## src/rtl/pc_shot_engine.sv

```systemverilog
// Computer-opponent shot engine: waits out a think delay, picks an unshot player cell
// (LFSR + linear probe), scores it against the latched fleet. Optional hunt mode: PC_HUNT_EN.
module pc_shot_engine #(
    parameter int          BOARD_N      = 5,
    parameter int          THINK_CYCLES = 16,
    parameter logic [7:0]  LFSR_SEED    = 8'hA5,
    localparam int         CELLS        = BOARD_N * BOARD_N,
    localparam int         IDX_W        = $clog2(CELLS)
) (
    input  logic             clk,
    input  logic             rst,
    input  logic             setup_State,
    input  logic             pc_turn_State,
    input  logic [CELLS-1:0] player_board,
    output logic             pc_has_move,
    output logic             player_ships_zero,
    output logic [CELLS-1:0] shot_map,
    output logic [CELLS-1:0] hit_map,
    output logic [IDX_W-1:0] last_idx,
    output logic             last_hit
);

    localparam int CNT_W = (THINK_CYCLES > 1) ? $clog2(THINK_CYCLES) : 1;

    typedef enum logic [2:0] {IDLE, THINK, PICK, FIRE, DONE} state_t;

    state_t           state;
    logic [CELLS-1:0] occ;
    logic [IDX_W:0]   remaining;
    logic             loaded;
    logic [7:0]       lfsr;
    logic [CNT_W-1:0] cnt;
    logic [IDX_W-1:0] cand;
    logic [IDX_W-1:0] lfsr_cand;
    logic [IDX_W-1:0] pick_cand;

    assign lfsr_cand         = IDX_W'(32'(lfsr) % CELLS);
    assign player_ships_zero = loaded && (remaining == '0);

    // Fibonacci LFSR x^8+x^6+x^5+x^4+1; free-running so the pick depends on turn timing.
    always_ff @(posedge clk or negedge rst) begin
        if (!rst)
            lfsr <= LFSR_SEED;
        else
            lfsr <= {lfsr[6:0], lfsr[7] ^ lfsr[5] ^ lfsr[4] ^ lfsr[3]};
    end

`ifdef PC_HUNT_EN
    logic             hunt;
    logic             hunt_ok;
    logic [IDX_W-1:0] hunt_idx;
    logic [IDX_W-1:0] up_i;
    logic [IDX_W-1:0] right_i;
    logic [IDX_W-1:0] down_i;
    logic [IDX_W-1:0] left_i;
    int               row;
    int               col;

    // After a hit, try the unshot orthogonal neighbours in order up, right, down, left.
    always_comb begin
        row      = int'(last_idx) / BOARD_N;
        col      = int'(last_idx) % BOARD_N;
        up_i     = last_idx - IDX_W'(BOARD_N);
        right_i  = last_idx + IDX_W'(1);
        down_i   = last_idx + IDX_W'(BOARD_N);
        left_i   = last_idx - IDX_W'(1);
        hunt_ok  = 1'b0;
        hunt_idx = '0;
        if (row > 0 && !shot_map[up_i]) begin
            hunt_ok  = 1'b1;
            hunt_idx = up_i;
        end else if (col < BOARD_N - 1 && !shot_map[right_i]) begin
            hunt_ok  = 1'b1;
            hunt_idx = right_i;
        end else if (row < BOARD_N - 1 && !shot_map[down_i]) begin
            hunt_ok  = 1'b1;
            hunt_idx = down_i;
        end else if (col > 0 && !shot_map[left_i]) begin
            hunt_ok  = 1'b1;
            hunt_idx = left_i;
        end
    end

    assign pick_cand = (hunt && hunt_ok) ? hunt_idx : lfsr_cand;
`else
    assign pick_cand = lfsr_cand;
`endif

    // Turn sequencer; setup overrides everything and reloads the fleet.
    always_ff @(posedge clk or negedge rst) begin
        if (!rst) begin
            state       <= IDLE;
            pc_has_move <= 1'b0;
            shot_map    <= '0;
            hit_map     <= '0;
            occ         <= '0;
            last_idx    <= '0;
            last_hit    <= 1'b0;
            remaining   <= '0;
            loaded      <= 1'b0;
            cnt         <= '0;
            cand        <= '0;
`ifdef PC_HUNT_EN
            hunt        <= 1'b0;
`endif
        end else if (setup_State) begin
            occ         <= player_board;
            shot_map    <= '0;
            hit_map     <= '0;
            remaining   <= (IDX_W+1)'($countones(player_board));
            loaded      <= 1'b1;
            state       <= IDLE;
            pc_has_move <= 1'b0;
`ifdef PC_HUNT_EN
            hunt        <= 1'b0;
`endif
        end else begin
            case (state)
                IDLE: begin
                    if (pc_turn_State) begin
                        state <= THINK;
                        cnt   <= '0;
                    end
                end
                THINK: begin
                    if (!pc_turn_State) begin
                        state <= IDLE;
                    end else if (cnt == CNT_W'(THINK_CYCLES - 1)) begin
                        state <= PICK;
                        cand  <= pick_cand;
                    end else begin
                        cnt <= cnt + CNT_W'(1);
                    end
                end
                PICK: begin
                    if (!pc_turn_State) begin
                        state <= IDLE;
                    end else if (&shot_map) begin
                        state       <= DONE;
                        pc_has_move <= 1'b1;
                    end else if (!shot_map[cand]) begin
                        state <= FIRE;
                    end else begin
                        cand <= (cand == IDX_W'(CELLS - 1)) ? '0 : cand + IDX_W'(1);
                    end
                end
                FIRE: begin
                    shot_map[cand] <= 1'b1;
                    last_idx       <= cand;
                    last_hit       <= occ[cand];
                    if (occ[cand]) begin
                        hit_map[cand] <= 1'b1;
                        if (remaining != '0)
                            remaining <= remaining - (IDX_W+1)'(1);
                    end
`ifdef PC_HUNT_EN
                    hunt           <= occ[cand];
`endif
                    state          <= DONE;
                    pc_has_move    <= 1'b1;
                end
                DONE: begin
                    if (!pc_turn_State) begin
                        state       <= IDLE;
                        pc_has_move <= 1'b0;
                    end
                end
                default: state <= IDLE;
            endcase
        end
    end

endmodule

```

## config.mk

```make
export PLATFORM = sky130hd
export DESIGN_NAME = pc_shot_engine
export DESIGN_NICKNAME = d
export VERILOG_FILES = /design/src/rtl/pc_shot_engine.sv
export SDC_FILE = /design/constraint.sdc
export NUM_CORES = 1
export LEC_CHECK = 0
export BUFFER_PORTS_ARGS = -buffer_cell sky130_fd_sc_hd__buf_4
export CORE_ASPECT_RATIO = 0.8
export CORE_UTILIZATION = 55
export DETAILED_ROUTE_END_ITERATION = 12
export PLACE_DENSITY = 0.77
export REMOVE_ABC_BUFFERS = 1
export SLEW_MARGIN = 20
export SYNTH_ARGS = -nofsm -noshare
export SYNTH_HDL_FRONTEND = slang
export SYNTH_SLANG_ARGS = --single-unit
```

## constraint.sdc

```tcl
create_clock -name clk -period 7.3 [get_ports clk]
set_input_delay 1.46 -clock clk [delete_from_list [all_inputs] [get_ports clk]]
set_output_delay 1.46 -clock clk [all_outputs]
set_load 0.03 [all_outputs]
```

==> impl_metrics.csv <==
group,metric,value,unit
synth,synth_cell_type_count,65,
worst_setup_path,cp-end-kind,"register",
layout,antenna_cells,0,
routing,routed_wl,15.8,mm
timing,min_period_over_period,83.9,%
synth,syn_inst,620,
synth,ys.flop_type,"dfrtp_1",
power,p_leak,3.41,nW
grt,grt_pass1_wl,26.8,mm
layout,utilization,66.3,%
cts,postCtsHoldBufs,0,
synth,ys_ff_latch,109,
layout,multi_input_comb_area,3280,sq um
layout,final_area,7310,sq um
cts,cts_tree,"built",
placement,dp_hpwl,11.2,mm
floorplan,dieHeight,97.7,um
synth,postSynthAreaPerCell,10.1,sq um
timing,maxSlewHeadroom,27.2,%
placement,numPortBuffers,86,
layout,nets,748,
hold_path,hold_path.startpoint,"lfsr[0]",
layout,final_cell_mix,"dfrtp_1, buf_4, nor2_1",
cts,postCtsSetupBuffers,0,
placement,dpl-instance-area,7010,sq um
floorplan,core_area,11000,sq um
grt,grt_pass1_vias,5202,
timing,grt_setup_unrepaired,"false",
worst_setup_path,cp.required,7530,ps
worst_setup_path,slowest_stage,"dfrtp_1",
worst_setup_path,rr_startpoint,"lfsr[4]",
floorplan,start_util,57.1,%
power,p_per_area,235,nW/um^2
layout,drive_gt1_share,25.1,%
placement,gp_congestion,0.978,
run,maxCapViolCount,0,
cts,cts_max_path_buffers,2,
layout,nFillCells,878,
routing,drt_iter0_drc,398,
floorplan,pin_count,87,
worst_setup_path,critPathKind,"reg2reg",
synth,synth-async-reset-ratio,100,%
timing,finalSetupTns,0,ps
grt,grt_overflow_total,0,
run_status,status,"complete, no violations",
routing,dr.pass1.iters,6,
synth,synth_area,6290,sq um
cts,worstSkewPairLatency,360,ps
cts,cts-root-buf,"clkbuf_16",
cts,cts_buffers,9,
hold_path,hold_path_class,"reg2reg",
grt,grt_max_degree,67,
floorplan,dieArea,11900,sq um
synth,seq_area_frac_synth,43.4,%
worst_setup_path,crit_path_max_fanout,16,
timing,drv_slew,0,
cts,clk_transition_reported_paths,80,ps
layout,seq_area,2730,sq um
cts,numClockSinks,109,
timing,worst_slew_pin_slew,1090,ps
timing,clock_skew,9.95,ps
layout,area.growth.synth_to_final,16.1,%
worst_setup_path,critPathLaunch,"lfsr[4]",
timing,setup_viol,0,
worst_setup_path,cpPeakStageDelay,550,ps
timing,hold_viol_final,0,
power,finalPower,1.72,mW
timing,fmax,163,MHz
timing,period_minus_slack,6130,ps
routing,viasPerCell,6.03,
routing,wl_per_cell,18.9,um
synth,synth_edf_count,0,
cts,cts_resized,0,
power,peakVddDrop,0.000123,V
cts,cts-htree-levels,3,
floorplan,num_rows,34,
worst_setup_path,path_common_cell,"ha_1",
floorplan,dieWidth,122,um
worst_setup_path,critPathLaunchType,"register",
layout,final_common_cell,"dfrtp_1",
routing,ant_nets,0,
worst_setup_path,arrival,6350,ps
synth,ys_warn_count,0,
grt,grtUsageTotal,29.1,%
grt,antenna_found_initial,0,
routing,route.detailed.drc,0,
routing,vias,5032,
==> per-layer routing <==
| layer | vias to the layer above | track usage, % | routed length, um |
|---|---|---|---|
| met2 | 180 | 43.9 | 7360 |
| met3 | 31 | 7.39 | 1140 |
| met1 | 2526 | 40.9 | 6990 |
| li1 | 2295 | - | - |
| met4 | 0 | 9.88 | 300 |
| met5 | - | 0 | 0 |
==> layout make-up <==
cell class                      count  area share [%]
Timing Repair Buffer               91            9.35
Sequential cell                   109            37.4
Tap cell                          144            2.47
Inverter                           36            1.85
Clock inverter                      6           0.719
Multi-Input combinational cell    438            44.9
Clock buffer                       10            3.27
==> power by group <==
part	leakage (nW)	total, mW	internal (mW)	switching (mW)
sequential	1.43	0.701	0.652	0.0490
combinational	1.84	0.532	0.243	0.289
clock	0.143	0.485	0.247	0.238
==> synth_stat cells, drive strengths merged (3+ instances only) <==
cell	instances	share of area, %
nand4	7	0.70
o21a	3	0.36
nor3	8	0.72
o21ai	23	1.9
and3	8	0.80
a22oi	5	0.60
ha	16	3.2
nand3	14	1.1
or2	6	0.60
and3b	4	0.62
nand2	25	1.5
mux2i	3	0.48
and2	6	0.60
nand3b	8	0.95
inv	36	2.1
buf	5	0.40
fa	18	5.7
xor2	4	0.56
clkbuf	32	1.9
nor2	81	5.0
xnor2	17	2.4
o31ai	5	0.68
a2111oi	3	0.82
a31oi	8	0.80
a21oi	70	5.6
mux2	33	5.9
dfrtp	105	42
dfstp	4	1.7
nand2b	5	0.50
nor3b	4	0.48
mux4	12	4.3
a211o	3	0.44
nor2b	11	1.1
==> metrics by stage <==
| stage | std cells | setup WS [ps] | hold slack [ps] |
|---|---|---|---|
| after global placement | 818 | 1730 | 452 |
| after floorplan | 583 | 2000 | 425 |
| after detailed placement | 818 | 1270 | 458 |
| after CTS | 834 | 1220 | 469 |
| final | 834 | 1170 | 466 |
| after global routing | 834 | 584 | 473 |
==> sequential cells by signal (all words and copies together), names as in the netlist <==
name,cells
cand,5
cnt,4
hit_map,25
last_hit,1
last_idx,5
lfsr,8
loaded,1
occ,25
pc_has_move,1
remaining,6
shot_map,25
state,3
==> worst max-delay path, delay by kind of cell, from the launching register on <==
family          cells  cell delay, ps
buf+inv             1             110
xor+xnor            1             200
fa+ha+maj           3             720
compound gates     11            2340
flops               1             550
simple gates        9            2060
==> cells by family after synthesis <==
logic type	synth area share, %
xor+xnor	2.92
flops	43.4
compound gates	13.7
buf+inv	4.46
mux	10.7
simple gates	15.8
fa+ha+maj	9.07
==> worst paths after layout <==
kind,cells past startpoint,end,slack (ps)
setup / recovery,25,cand[3],1170
hold / removal,0,lfsr[1],470
setup reg to reg,25,cand[3],1170
hold reg to reg,0,lfsr[1],470
max in group asynchronous,2,last_idx[4],4980
min in group asynchronous,1,occ[8],1100
(Power assumes the default switching activity.)
